## config.mk

```make
export PLATFORM = sky130hd
export DESIGN_NAME = fnd_scan_ctrl
export DESIGN_NICKNAME = d
export VERILOG_FILES = /design/src/rtl/fnd_scan_ctrl.sv
export SDC_FILE = /design/constraint.sdc
export NUM_CORES = 1
export LEC_CHECK = 0
export ABC_AREA = 1
export BUFFER_PORTS_ARGS = -buffer_cell sky130_fd_sc_hd__buf_4
export CORE_UTILIZATION = 45
export DETAILED_ROUTE_END_ITERATION = 8
export PLACE_DENSITY_LB_ADDON = 0.15
export RECOVER_POWER = 25
export SYNTH_ARGS = -nofsm -noshare
export SYNTH_HDL_FRONTEND = slang
export SYNTH_SLANG_ARGS = --single-unit
```

## constraint.sdc

```tcl
create_clock -name i_clk -period 1.6 [get_ports i_clk]
set_input_delay 0.08 -clock i_clk [delete_from_list [all_inputs] [get_ports i_clk]]
set_output_delay 0.08 -clock i_clk [all_outputs]
set_load 0.03 [all_outputs]
```

## src/rtl/fnd_scan_ctrl.sv

```systemverilog
// Multi-digit 7-segment scan controller: double-buffered digit data, one-hot commons with dead-time.
// Optional build macro LEADING_ZERO_BLANK_EN auto-blanks leading zero digits of the active buffer.
module fnd_scan_ctrl #(
  parameter int NUM_DIGITS  = 6,
  parameter int DIV         = 50000,
  parameter int DEAD        = 4,
  parameter int COM_ACT_LOW = 0,
  parameter int SEG_ACT_LOW = 0
) (
  input  logic                    i_clk,
  input  logic                    i_rst,
  input  logic                    i_load,
  input  logic [4*NUM_DIGITS-1:0] i_num,
  input  logic [NUM_DIGITS-1:0]   i_dp,
  input  logic [NUM_DIGITS-1:0]   i_blank,
  output logic [NUM_DIGITS-1:0]   o_com,
  output logic [6:0]              o_seg,
  output logic                    o_dp,
  output logic                    o_frame
);

  localparam int CNT_W = $clog2(DIV);
  localparam int IDX_W = $clog2(NUM_DIGITS);
  localparam logic [CNT_W-1:0]      CNT_LAST  = CNT_W'(DIV - 1);
  localparam logic [CNT_W-1:0]      CNT_DEAD  = CNT_W'(DEAD);
  localparam logic [IDX_W-1:0]      IDX_LAST  = IDX_W'(NUM_DIGITS - 1);
  localparam logic [NUM_DIGITS-1:0] COM_OFF   = {NUM_DIGITS{COM_ACT_LOW != 0}};
  localparam logic [6:0]            SEG_OFF   = {7{SEG_ACT_LOW != 0}};
  localparam logic                  DP_OFF    = (SEG_ACT_LOW != 0);
  localparam logic [NUM_DIGITS-1:0] ONE_HOT_0 = {{(NUM_DIGITS-1){1'b0}}, 1'b1};

  // Active-high segment pattern, bit6 = a ... bit0 = g.
  function automatic logic [6:0] decode_hex(input logic [3:0] num);
    case (num)
      4'h0:    decode_hex = 7'b1111110;
      4'h1:    decode_hex = 7'b0110000;
      4'h2:    decode_hex = 7'b1101101;
      4'h3:    decode_hex = 7'b1111001;
      4'h4:    decode_hex = 7'b0110011;
      4'h5:    decode_hex = 7'b1011011;
      4'h6:    decode_hex = 7'b1011111;
      4'h7:    decode_hex = 7'b1110000;
      4'h8:    decode_hex = 7'b1111111;
      4'h9:    decode_hex = 7'b1111011;
      4'hA:    decode_hex = 7'b1110111;
      4'hB:    decode_hex = 7'b0011111;
      4'hC:    decode_hex = 7'b1001110;
      4'hD:    decode_hex = 7'b0111101;
      4'hE:    decode_hex = 7'b1001111;
      4'hF:    decode_hex = 7'b1000111;
      default: decode_hex = 7'b0000000;
    endcase
  endfunction

  logic [CNT_W-1:0]      cnt_r;
  logic [IDX_W-1:0]      idx_r;
  logic                  pending_r;
  logic [4*NUM_DIGITS-1:0] sh_num_r, act_num_r;
  logic [NUM_DIGITS-1:0] sh_dp_r, act_dp_r, sh_blank_r, act_blank_r;
  logic [NUM_DIGITS-1:0] lz_blank_s, dark_s, com_s;
  logic                  tick_s, boundary_s, digit_dp_s, digit_dark_s, dp_s;
  logic [3:0]            digit_num_s;
  logic [6:0]            seg_s;

  assign tick_s     = (cnt_r == CNT_LAST);
  assign boundary_s = tick_s && (idx_r == IDX_LAST);

`ifdef LEADING_ZERO_BLANK_EN
  // Walk down from the top digit; everything above the first significant digit goes dark.
  always_comb begin
    logic seen;
    seen       = 1'b0;
    lz_blank_s = {NUM_DIGITS{1'b0}};
    for (int k = NUM_DIGITS - 1; k >= 1; k--) begin
      seen          = seen | (act_num_r[4*k +: 4] != 4'h0) | act_dp_r[k];
      lz_blank_s[k] = ~seen;
    end
  end
`else
  assign lz_blank_s = {NUM_DIGITS{1'b0}};
`endif

  assign dark_s = act_blank_r | lz_blank_s;

  always_comb begin
    digit_num_s  = act_num_r[{idx_r, 2'b00} +: 4];
    digit_dp_s   = act_dp_r[idx_r];
    digit_dark_s = dark_s[idx_r];
    if (cnt_r < CNT_DEAD) begin
      com_s = COM_OFF;
    end else begin
      com_s = (ONE_HOT_0 << idx_r) ^ COM_OFF;
    end
    // A dark digit still drives its common so the scan duty stays uniform.
    if (digit_dark_s) begin
      seg_s = SEG_OFF;
      dp_s  = DP_OFF;
    end else begin
      seg_s = decode_hex(digit_num_s) ^ SEG_OFF;
      dp_s  = digit_dp_s ^ DP_OFF;
    end
  end

  always_ff @(posedge i_clk) begin
    if (i_rst) begin
      cnt_r <= {CNT_W{1'b0}};
      idx_r <= {IDX_W{1'b0}};
    end else begin
      cnt_r <= tick_s ? {CNT_W{1'b0}} : cnt_r + {{(CNT_W-1){1'b0}}, 1'b1};
      if (tick_s) begin
        idx_r <= (idx_r == IDX_LAST) ? {IDX_W{1'b0}} : idx_r + {{(IDX_W-1){1'b0}}, 1'b1};
      end
    end
  end

  // A load on the frame boundary still hands the old shadow over; the new data waits a frame.
  always_ff @(posedge i_clk) begin
    if (i_rst) begin
      pending_r   <= 1'b0;
      sh_num_r    <= {(4*NUM_DIGITS){1'b0}};
      sh_dp_r     <= {NUM_DIGITS{1'b0}};
      sh_blank_r  <= {NUM_DIGITS{1'b1}};
      act_num_r   <= {(4*NUM_DIGITS){1'b0}};
      act_dp_r    <= {NUM_DIGITS{1'b0}};
      act_blank_r <= {NUM_DIGITS{1'b1}};
    end else begin
      if (boundary_s && pending_r) begin
        act_num_r   <= sh_num_r;
        act_dp_r    <= sh_dp_r;
        act_blank_r <= sh_blank_r;
      end
      if (i_load) begin
        sh_num_r   <= i_num;
        sh_dp_r    <= i_dp;
        sh_blank_r <= i_blank;
      end
      pending_r <= i_load | (pending_r & ~boundary_s);
    end
  end

  always_ff @(posedge i_clk) begin
    if (i_rst) begin
      o_com   <= COM_OFF;
      o_seg   <= SEG_OFF;
      o_dp    <= DP_OFF;
      o_frame <= 1'b0;
    end else begin
      o_com   <= com_s;
      o_seg   <= seg_s;
      o_dp    <= dp_s;
      o_frame <= boundary_s & pending_r;
    end
  end

endmodule

```

### Word level (Yosys, flattened, before mapping)

Memory sizes are Yosys's and may differ from the RTL's. A register that Yosys moved wholly into a read port is not among the register bits.
Cells that the tools add are included.

| operators by class | value |
|---|---|
| $add $sub $neg | 2 |
| multipliers | 0 |
| div/mod/pow operators | 0 |
| $lt $le $gt $ge | 2 |
| eq/ne operators | 2 |
| shift-type cells | 2 |
| multiplexer cells | 5 |
| bitwise gates (word level) | 4 |
| reductions and logical operators | 5 |

Operators by type and width:

| operator | number |
|---|---|
| 24-bit by 6-bit indexed part select with 4-bit output | 1 |
| 16-bit by 1-bit adder with 16-bit output, second input constant | 1 |
| 16-bit equality test, second input constant | 1 |
| 16-bit by 3-bit less-than comparator with 1-bit output, second input constant | 1 |
| 1-bit binary-select mux with 3-bit select | 2 |
| 2-bit OR reduction | 3 |
| 1-bit by 3-bit left shift with 6-bit output, first input constant | 1 |
| 3-bit by 4-bit less-than comparator with 1-bit output, second input constant | 1 |
| 3-bit by 1-bit adder with 3-bit output, second input constant | 1 |
| 3-bit equality test, second input constant | 1 |
| 3-bit 2-to-1 mux | 1 |
| 1-bit AND | 2 |
| 1-bit logical AND | 2 |
| 1-bit 2-to-1 mux | 2 |
| 1-bit inverter | 1 |
| 1-bit OR | 1 |

| word-level totals | value |
|---|---|
| register bits after elaboration | 100 |
| bits in latches | 0 |
| memory bits (writable) | 0 |
| bits in read-only memories | 112 |
| input port bits | 39 |
| output and inout port bits | 15 |
| word-level logic and storage cells | 35 |
| memories | 1 |

Memory list:

| memory | words | width | rd ports | clocked after memory_dff | write ports | line | source |
|---|---|---|---|---|---|---|---|
| (name not given) | 16 | 7 | 1 | 1 | 0 | 34 | `case (num)` |

### Longest topological paths before layout

Gate-level depths: netlist of run 1.

| logic depth | value |
|---|---|
| word-level depth | 5 |
| gate-level depth with buffers | 14 |
| depth with buffers taken out | 13 |

### Worst setup path before layout of run 1

Ideal clock, no wire load.

| path | value |
|---|---|
| path type | reg2reg |
| start | reg idx_r[0] |
| end | reg o_seg[3] |
| library setup time | 123 ps |
| arrival time | 1671 ps |
| required time | 1477 ps |
| slack | -194 ps |
| stages on the path, launching flop included | 13 |
| buffers on the path | 1 |
| period minus slack after synthesis | 1794 ps |
| cells stage by stage | dfxtp_1 > buf_4 > nor2_2 > nand2_1 > nor2_1 > a21oi_1 > nand2_1 > inv_1 > ha_1 > inv_1 > nand3_1 > nand3_1 > a21oi_1 |

| on the way | value |
|---|---|
| word-level cells in the longest chain between the ends | 3 |
| elaborated cells on any way between the ends | 4 |
| classes of those cells | shift (1); mux (2); reduce/logical (1) |

RTL lines:

| what | line | source |
|---|---|---|
| start, declared | 56 | `logic [IDX_W-1:0] idx_r;` |
| start signal, assigned | 107 | `idx_r <= {IDX_W{1'b0}};` |
| start signal, assigned | 111 | `idx_r <= (idx_r == IDX_LAST) ? {IDX_W{1'b0}} : idx_r + {{(IDX_W-1){1'b0}}, 1'b1};` |
| parallel branches: the longest is 3 deep, another holds 24-bit by 6-bit indexed part select with 4-bit output | -- |  |
| end, declared | 17 | `output logic [6:0] o_seg,` |

Several ways; the timed one is not identified. The select of a mux whose other input is x is not followed.
A chain may end at the register's enable or synchronous reset.

### Worst setup path after layout of run 1

| path | value |
|---|---|
| start | reg idx_r[0] |
| end | reg o_seg[5] |

Same word-level chain as after synthesis.

==> results.json, run 1 <==
{
  "skew_ps": 16.1,
  "crit_path_max_incr_delay_ps": 380,
  "yosys-top-cells-area": "dfxtp_1 (47%), nor2_1 (11%), nand2_1 (9.6%), o21ai_0 (5.1%), a21oi_1 (4.7%)",
  "num_vias": 4473,
  "async_reset_ff_share_pct": 0,
  "placedCellCount": 839,
  "synth_warnings": 0,
  "period_needed_ps": 1710,
  "cts.htree.levels": 3,
  "cp_slowest_cell": "dfxtp_4",
  "rows": 36,
  "dieHeight_um": 103,
  "cts_buffers": 9,
  "finalMaxSlewViolations": 0,
  "whs_ps": 163,
  "die-area_mm2": 0.0106,
  "cp_max_fo": 5,
  "initial_utilization_pct": 46.8,
  "insertedDiodeCount": 0,
  "ant_nets": 0,
  "overflow": 0,
  "critPathLaunchType": "register",
  "pwr_density_cell_mw_per_mm2": 753,
  "synthesis.area_mm2": 0.00459,
  "multi_input_area_mm2": 0.00265,
  "root_buffer": "clkbuf_8",
  "cp_data_arrival_time_ps": 1970,
  "fin_cells": 905,
  "finalSetupViolCount": 31,
  "n_fill_cell": 841,
  "grt_use_met2_pct": 38.3,
  "port_buffers": 53,
  "dr.pass1.iters": 4,
  "drc": 0,
  "grt_pass1_wl_mm": 18.5,
  "clock_latency_ps": 370,
  "synthTopCellsByCount": "nor2_1 (140), nand2_1 (117), dfxtp_1 (107)",
  "critPathBufInv": 4,
  "grt_antenna_before_repair": 0,
  "critical_path.top_delay_family": "simple AND/OR/NAND/NOR gates",
  "first_iter_violations": 168,
  "synth-seq-cells": 107,
  "crit_chain": "buf_12 > clkinv_8 > nor2_8 > nand2_4 > inv_4 > a21oi_2 > nand2_2 > buf_6 > ha_4 > nand3b_1 > nand3_2 > a21oi_2",
  "via_per_inst": 4.94,
  "fin_tns_setup_ps": -2140,
  "met1_usage_pct": 29.5,
  "placed_area_mm2": 0.00551,
  "synth.most_common_cell": "nor2_1",
  "period_share_pct": 107,
  "layout.nets": 814,
  "hpwl_mm": 7.74,
  "cts_tree": "done",
  "regArea_mm2": 0.00215,
  "crit_top_cell": "a21oi_2",
  "wl_mm": 12.6,
  "hold_viol_final": 0,
  "cts.sinks": 107,
  "rsz0062_at_grt": "true",
  "die_w_um": 103,
  "peakVddDrop_v": 0.000543,
  "leakage_nw": 3.03,
  "clockBufferDepth": 2,
  "place_congestion": 0.883,
  "synth-seq-area-share_pct": 46.6,
  "grtUsageMet3_pct": 3.25,
  "max_freq_ghz": 0.586,
  "status": "finished with violations",
  "busiest_layer": "met2",
  "wl_per_cell_um": 13.9,
  "synth-edff-count": 0,
  "synth.top_cell.area_share_pct": 46.6,
  "violations": "negative setup slack",
  "relSlewSlack_pct": 44.9,
  "drive_gt1_share_pct": 36.9,
  "finalWorstSetupSlack_ps": -105,
  "grt_pass1_vias": 3955,
  "required_ps": 1870,
  "worstMarginPinSlew_ps": 826,
  "cts.clk_slew.worst_paths_ps": 110,
  "synthCells": 628,
  "yosys.area.top_type": "dfxtp_1",
  "syn_nets": 675,
  "areaGrowthSynthToFinish_pct": 49.8,
  "path_class": "reg -> reg",
  "finalPower_w": 0.00518,
  "grt_max_degree": 50,
  "hold_class": "in -> reg",
  "crit_path_end_kind": "register",
  "core-area_mm2": 0.00982,
  "io_pins": 54,
  "cap_violations": 0,
  "ys.flop_type": "dfxtp_1",
  "synth.avg_cell_area_um2": 7.31,
  "grtUsageTotal_pct": 22.6,
  "synth_cell_types": 34,
  "final_area_mm2": 0.00688
}
-- state kept, by name, indices dropped and copies added (netlist names) --
register,flops
o_seg,7
act_num_r,24
sh_blank_r,6
o_dp,1
sh_num_r,24
idx_r,3
o_frame,1
sh_dp_r,6
o_com,6
cnt_r,16
act_dp_r,6
pending_r,1
act_blank_r,6
-- logic make-up (layout without fill, tap and decap cells) --
group,count (synthesis),after routing,synth area share (%)
adder cells (fa/ha/maj),8,8,2.18
buffers and inverters,83,227,7.77
XOR/XNOR,4,4,0.763
AND/OR/NAND/NOR,323,323,30.1
AO/OA/AOI/OAI,103,103,12.6
flip-flops,107,107,46.6
-- layer usage --
layer  routed length [µm]  part of all wire [%]
met5                    0                     0
met4                  228                   1.8
met3                  418                   3.3
met2                 6320                    50
met1                 5610                    45
-- path summary, 6_finish.rpt --
check / from / endpoint / slack (ps) / cells after the start
setup / recovery: idx_r[0]$_SDFFE_PP0N_ / o_seg[5]$_SDFF_PP0_ / -110 / 12
hold reg to reg: act_num_r[18]$_SDFFE_PP0P_ / act_num_r[18]$_SDFFE_PP0P_ / 470 / 2
setup reg to reg: idx_r[0]$_SDFFE_PP0N_ / o_seg[5]$_SDFF_PP0_ / -110 / 12
hold / removal: i_load / sh_blank_r[5]$_SDFFE_PP1P_ / 160 / 2
-- repair_timing --
item                                    in CTS  in global routing
endpoints found under the hold margin       36                  0
endpoints found under the setup margin      46                 60
gates cloned                                 0                  7
setup buffers                                2                  7
resized for setup                           32                141
pin swaps                                   18                 44
hold buffers                                36                  0
-- layout make-up --
| cell class | count | area share [%] |
|---|---|---|
| Tap cell | 133 | 2.42 |
| Clock inverter | 4 | 1.38 |
| Clock buffer | 12 | 2.40 |
| Timing Repair Buffer | 156 | 20.7 |
| Sequential cell | 107 | 31.3 |
| Multi-Input combinational cell | 438 | 38.5 |
| Inverter | 55 | 3.36 |
-- power breakdown --
| group | leakage [nW] | internal, W | switching (W) | total [W] |
|---|---|---|---|---|
| sequential | 0.876 | 0.00273 | 0.0000394 | 0.00277 |
| combinational | 2.02 | 0.000181 | 0.000164 | 0.000345 |
| clock | 0.133 | 0.00117 | 0.000902 | 0.00207 |
| total | 3.03 | 0.00408 | 0.00111 | 0.00518 |
-- placed cells by master, fill, tap and decap left out, types with 4 or more instances in the layout --
cell type,instances
dlygate4sd3_1,36
nor2_2,11
buf_6,10
a21oi_2,14
inv_1,44
nand2_1,63
nand3_1,12
nor2_1,124
clkbuf_8,12
nand4_1,15
o21ai_2,6
o211ai_2,6
nand3_2,13
inv_2,6
buf_4,91
dfxtp_2,4
nand2_2,42
nor3_1,7
nand2_4,15
nor2_4,8
o21ai_0,39
clkbuf_4,6
nand3b_1,4
dfxtp_1,101
a21oi_1,29
ha_4,7
buf_12,5
-- through the flow --
stage               setup slack, ps  util (%)
finish                         -105      70.1
global route                   -204      70.1
CTS                           -84.7      63.7
detailed placement             -134      56.1
global placement              -84.8      56.1
floorplan                     -38.4         -
(Power assumes the default switching activity.)
==> run 2, diff against run 1 <==
- CORE_MARGIN: not set -> 2
- PLACE_DENSITY: not set -> 0.7
- PLACE_DENSITY_LB_ADDON: 0.15 -> not set
==> results.json, run 2 (synthesis results as in run 1) <==
{
  "status": "finished with violations",
  "violations": "negative setup slack",
  "die-area_mm2": 0.0110,
  "drive_gt1_share_pct": 35.1,
  "cts.sinks": 107,
  "place_congestion": 0.931,
  "final_common_cell": "nor2_1",
  "peakVddDrop_v": 0.000380,
  "place_ws_ps": -136,
  "regArea_mm2": 0.00216,
  "cp_max_fo": 7,
  "die_w_um": 105,
  "first_iter_violations": 253,
  "via_per_inst": 5.02,
  "r2r_start": "idx_r[0]$_SDFFE_PP0N_",
  "layout_common_cells": "nor2_1 (126), dfxtp_1 (102), buf_4 (99)",
  "insertedDiodeCount": 0,
  "root_buffer": "clkbuf_8",
  "crit_path_end_kind": "register",
  "grt_use_met2_pct": 39.2,
  "num_vias": 4570,
  "cts_tree": "done",
  "met1_usage_pct": 28.2,
  "clockBufferDepth": 2,
  "finalSetupViolCount": 41,
  "critPathLaunchType": "register",
  "crit_path_max_incr_delay_ps": 370,
  "final_area_mm2": 0.00682,
  "fin_util_pct": 69.4,
  "pwr_density_cell_mw_per_mm2": 715,
  "grt_pass1_wl_mm": 20.0,
  "rows": 36,
  "relSlewSlack_pct": 55.1,
  "period_needed_ps": 1720,
  "port_buffers": 53,
  "multi_input_area_mm2": 0.00264,
  "cts.clk_slew.worst_paths_ps": 100,
  "grtUsageMet3_pct": 3.18,
  "ant_nets": 0,
  "rsz0062_at_grt": "true",
  "areaGrowthSynthToFinish_pct": 48.4,
  "cp_data_arrival_time_ps": 1990,
  "path_class": "reg -> reg",
  "crit_top_cell": "nand2_4",
  "grt_max_degree": 30,
  "core-area_mm2": 0.00982,
  "required_ps": 1870,
  "grt_antenna_before_repair": 0,
  "dieHeight_um": 105,
  "reg_top3": "act_num_r: 24 flops, sh_num_r: 24 flops, cnt_r: 16 flops",
  "wl_mm": 12.8,
  "cap_violations": 0,
  "busiest_layer": "met2",
  "n_fill_cell": 798,
  "hold_viol_final": 0,
  "hpwl_mm": 8.09,
  "max_freq_ghz": 0.583,
  "leakage_nw": 3.01,
  "cp-startpoint": "idx_r[0]$_SDFFE_PP0N_",
  "period_share_pct": 107,
  "finalWorstSetupSlack_ps": -116,
  "min-delay-start": "i_load",
  "cts_buffers": 9,
  "hold_class": "in -> reg",
  "layout.nets": 819,
  "clock_latency_ps": 380,
  "whs_ps": 107,
  "dr.pass1.iters": 4,
  "overflow": 0,
  "io_pins": 54,
  "placed_area_mm2": 0.00543,
  "grtUsageTotal_pct": 22.5,
  "worstMarginPinSlew_ps": 674,
  "cts.htree.levels": 3,
  "initial_utilization_pct": 46.8,
  "drc": 0,
  "finalMaxSlewViolations": 0,
  "crit_chain": "buf_12 > clkinv_8 > nor2_8 > nand2_4 > inv_6 > a21oi_4 > nand2_4 > buf_6 > ha_4 > nand3b_1 > nand2_1 > a21oi_2",
  "skew_ps": 19.2,
  "grt_pass1_vias": 4317,
  "cp_slowest_cell": "dfxtp_4",
  "wl_per_cell_um": 14.0
}
==> run 2: changes by cell type in the layout (fill, tap and decap cells not counted), moves of 3 or more <==
cell / delta
nand3_2: -3
clkbuf_8: -3
o21ai_2: -4
buf_4: +8
ha_1: +3
a21oi_2: +4
ha_4: -3
nand2_2: -13
a21oi_1: -5
nor2_2: -4
nand3_4: +3
nand2_1: +11
==> run 2: final cells by class <==
cell class,count,share of cell area [%]
multi-input combinational,438,38.8
sequential,107,31.6
timing repair buffer,161,20.6
inverter,55,3.43
tap,133,2.44
clock buffer,9,1.82
clock inverter,7,1.25
==> run 2: stage by stage <==
| stage | power, W | TNS, ps | cells |
|---|---|---|---|
| after floorplan | 0.00296 | -44.3 | 628 |
| after global placement | 0.00308 | -322 | 834 |
| after detailed placement | 0.00309 | -1230 | 834 |
| after CTS | 0.00486 | -491 | 896 |
| after global routing | 0.00506 | -6010 | 910 |
| final | 0.00487 | -2050 | 910 |
==> run 2: what timing repair did <==
| item | in CTS | in global routing |
|---|---|---|
| setup buffers | 9 | 12 |
| hold buffers | 36 | 0 |
| gates cloned | 1 | 4 |
| gates resized for setup | 45 | 130 |
| pin swaps | 22 | 36 |
| setup endpoints to repair | 50 | 52 |
| endpoints found under the hold margin | 36 | 0 |
==> run 2: path summary, 6_finish.rpt <==
kind | endpoint | depth (start not counted) | slack [ps]
max | o_seg[4]$_SDFF_PP0_ | 12 | -120
min | sh_num_r[0]$_SDFFE_PP0P_ | 3 | 110
max reg2reg | o_seg[4]$_SDFF_PP0_ | 12 | -120
min reg2reg | act_dp_r[2]$_SDFFE_PP0P_ | 2 | 480
==> run 2: metal layers <==
layer | wire length (µm) | share of wire [%]
met5 | 0 | 0
met4 | 260 | 2.0
met3 | 424 | 3.3
met2 | 6460 | 51
met1 | 5640 | 44
==> run 2: power breakdown <==
part / internal (W) / total (W) / switching [W]
registers: 0.00273 / 0.00278 / 0.0000468
clock network: 0.000751 / 0.00175 / 0.00100
logic: 0.000181 / 0.000342 / 0.000161
total: 0.00366 / 0.00487 / 0.00121
==> run 2: critical path: cells and delay by family (launching register included) <==
kind	cells	cell delay (ps)
flip-flops	1	370
buffers and inverters	4	390
adder cells (fa/ha/maj)	1	140
AO/OA/AOI/OAI	2	210
AND/OR/NAND/NOR	5	500
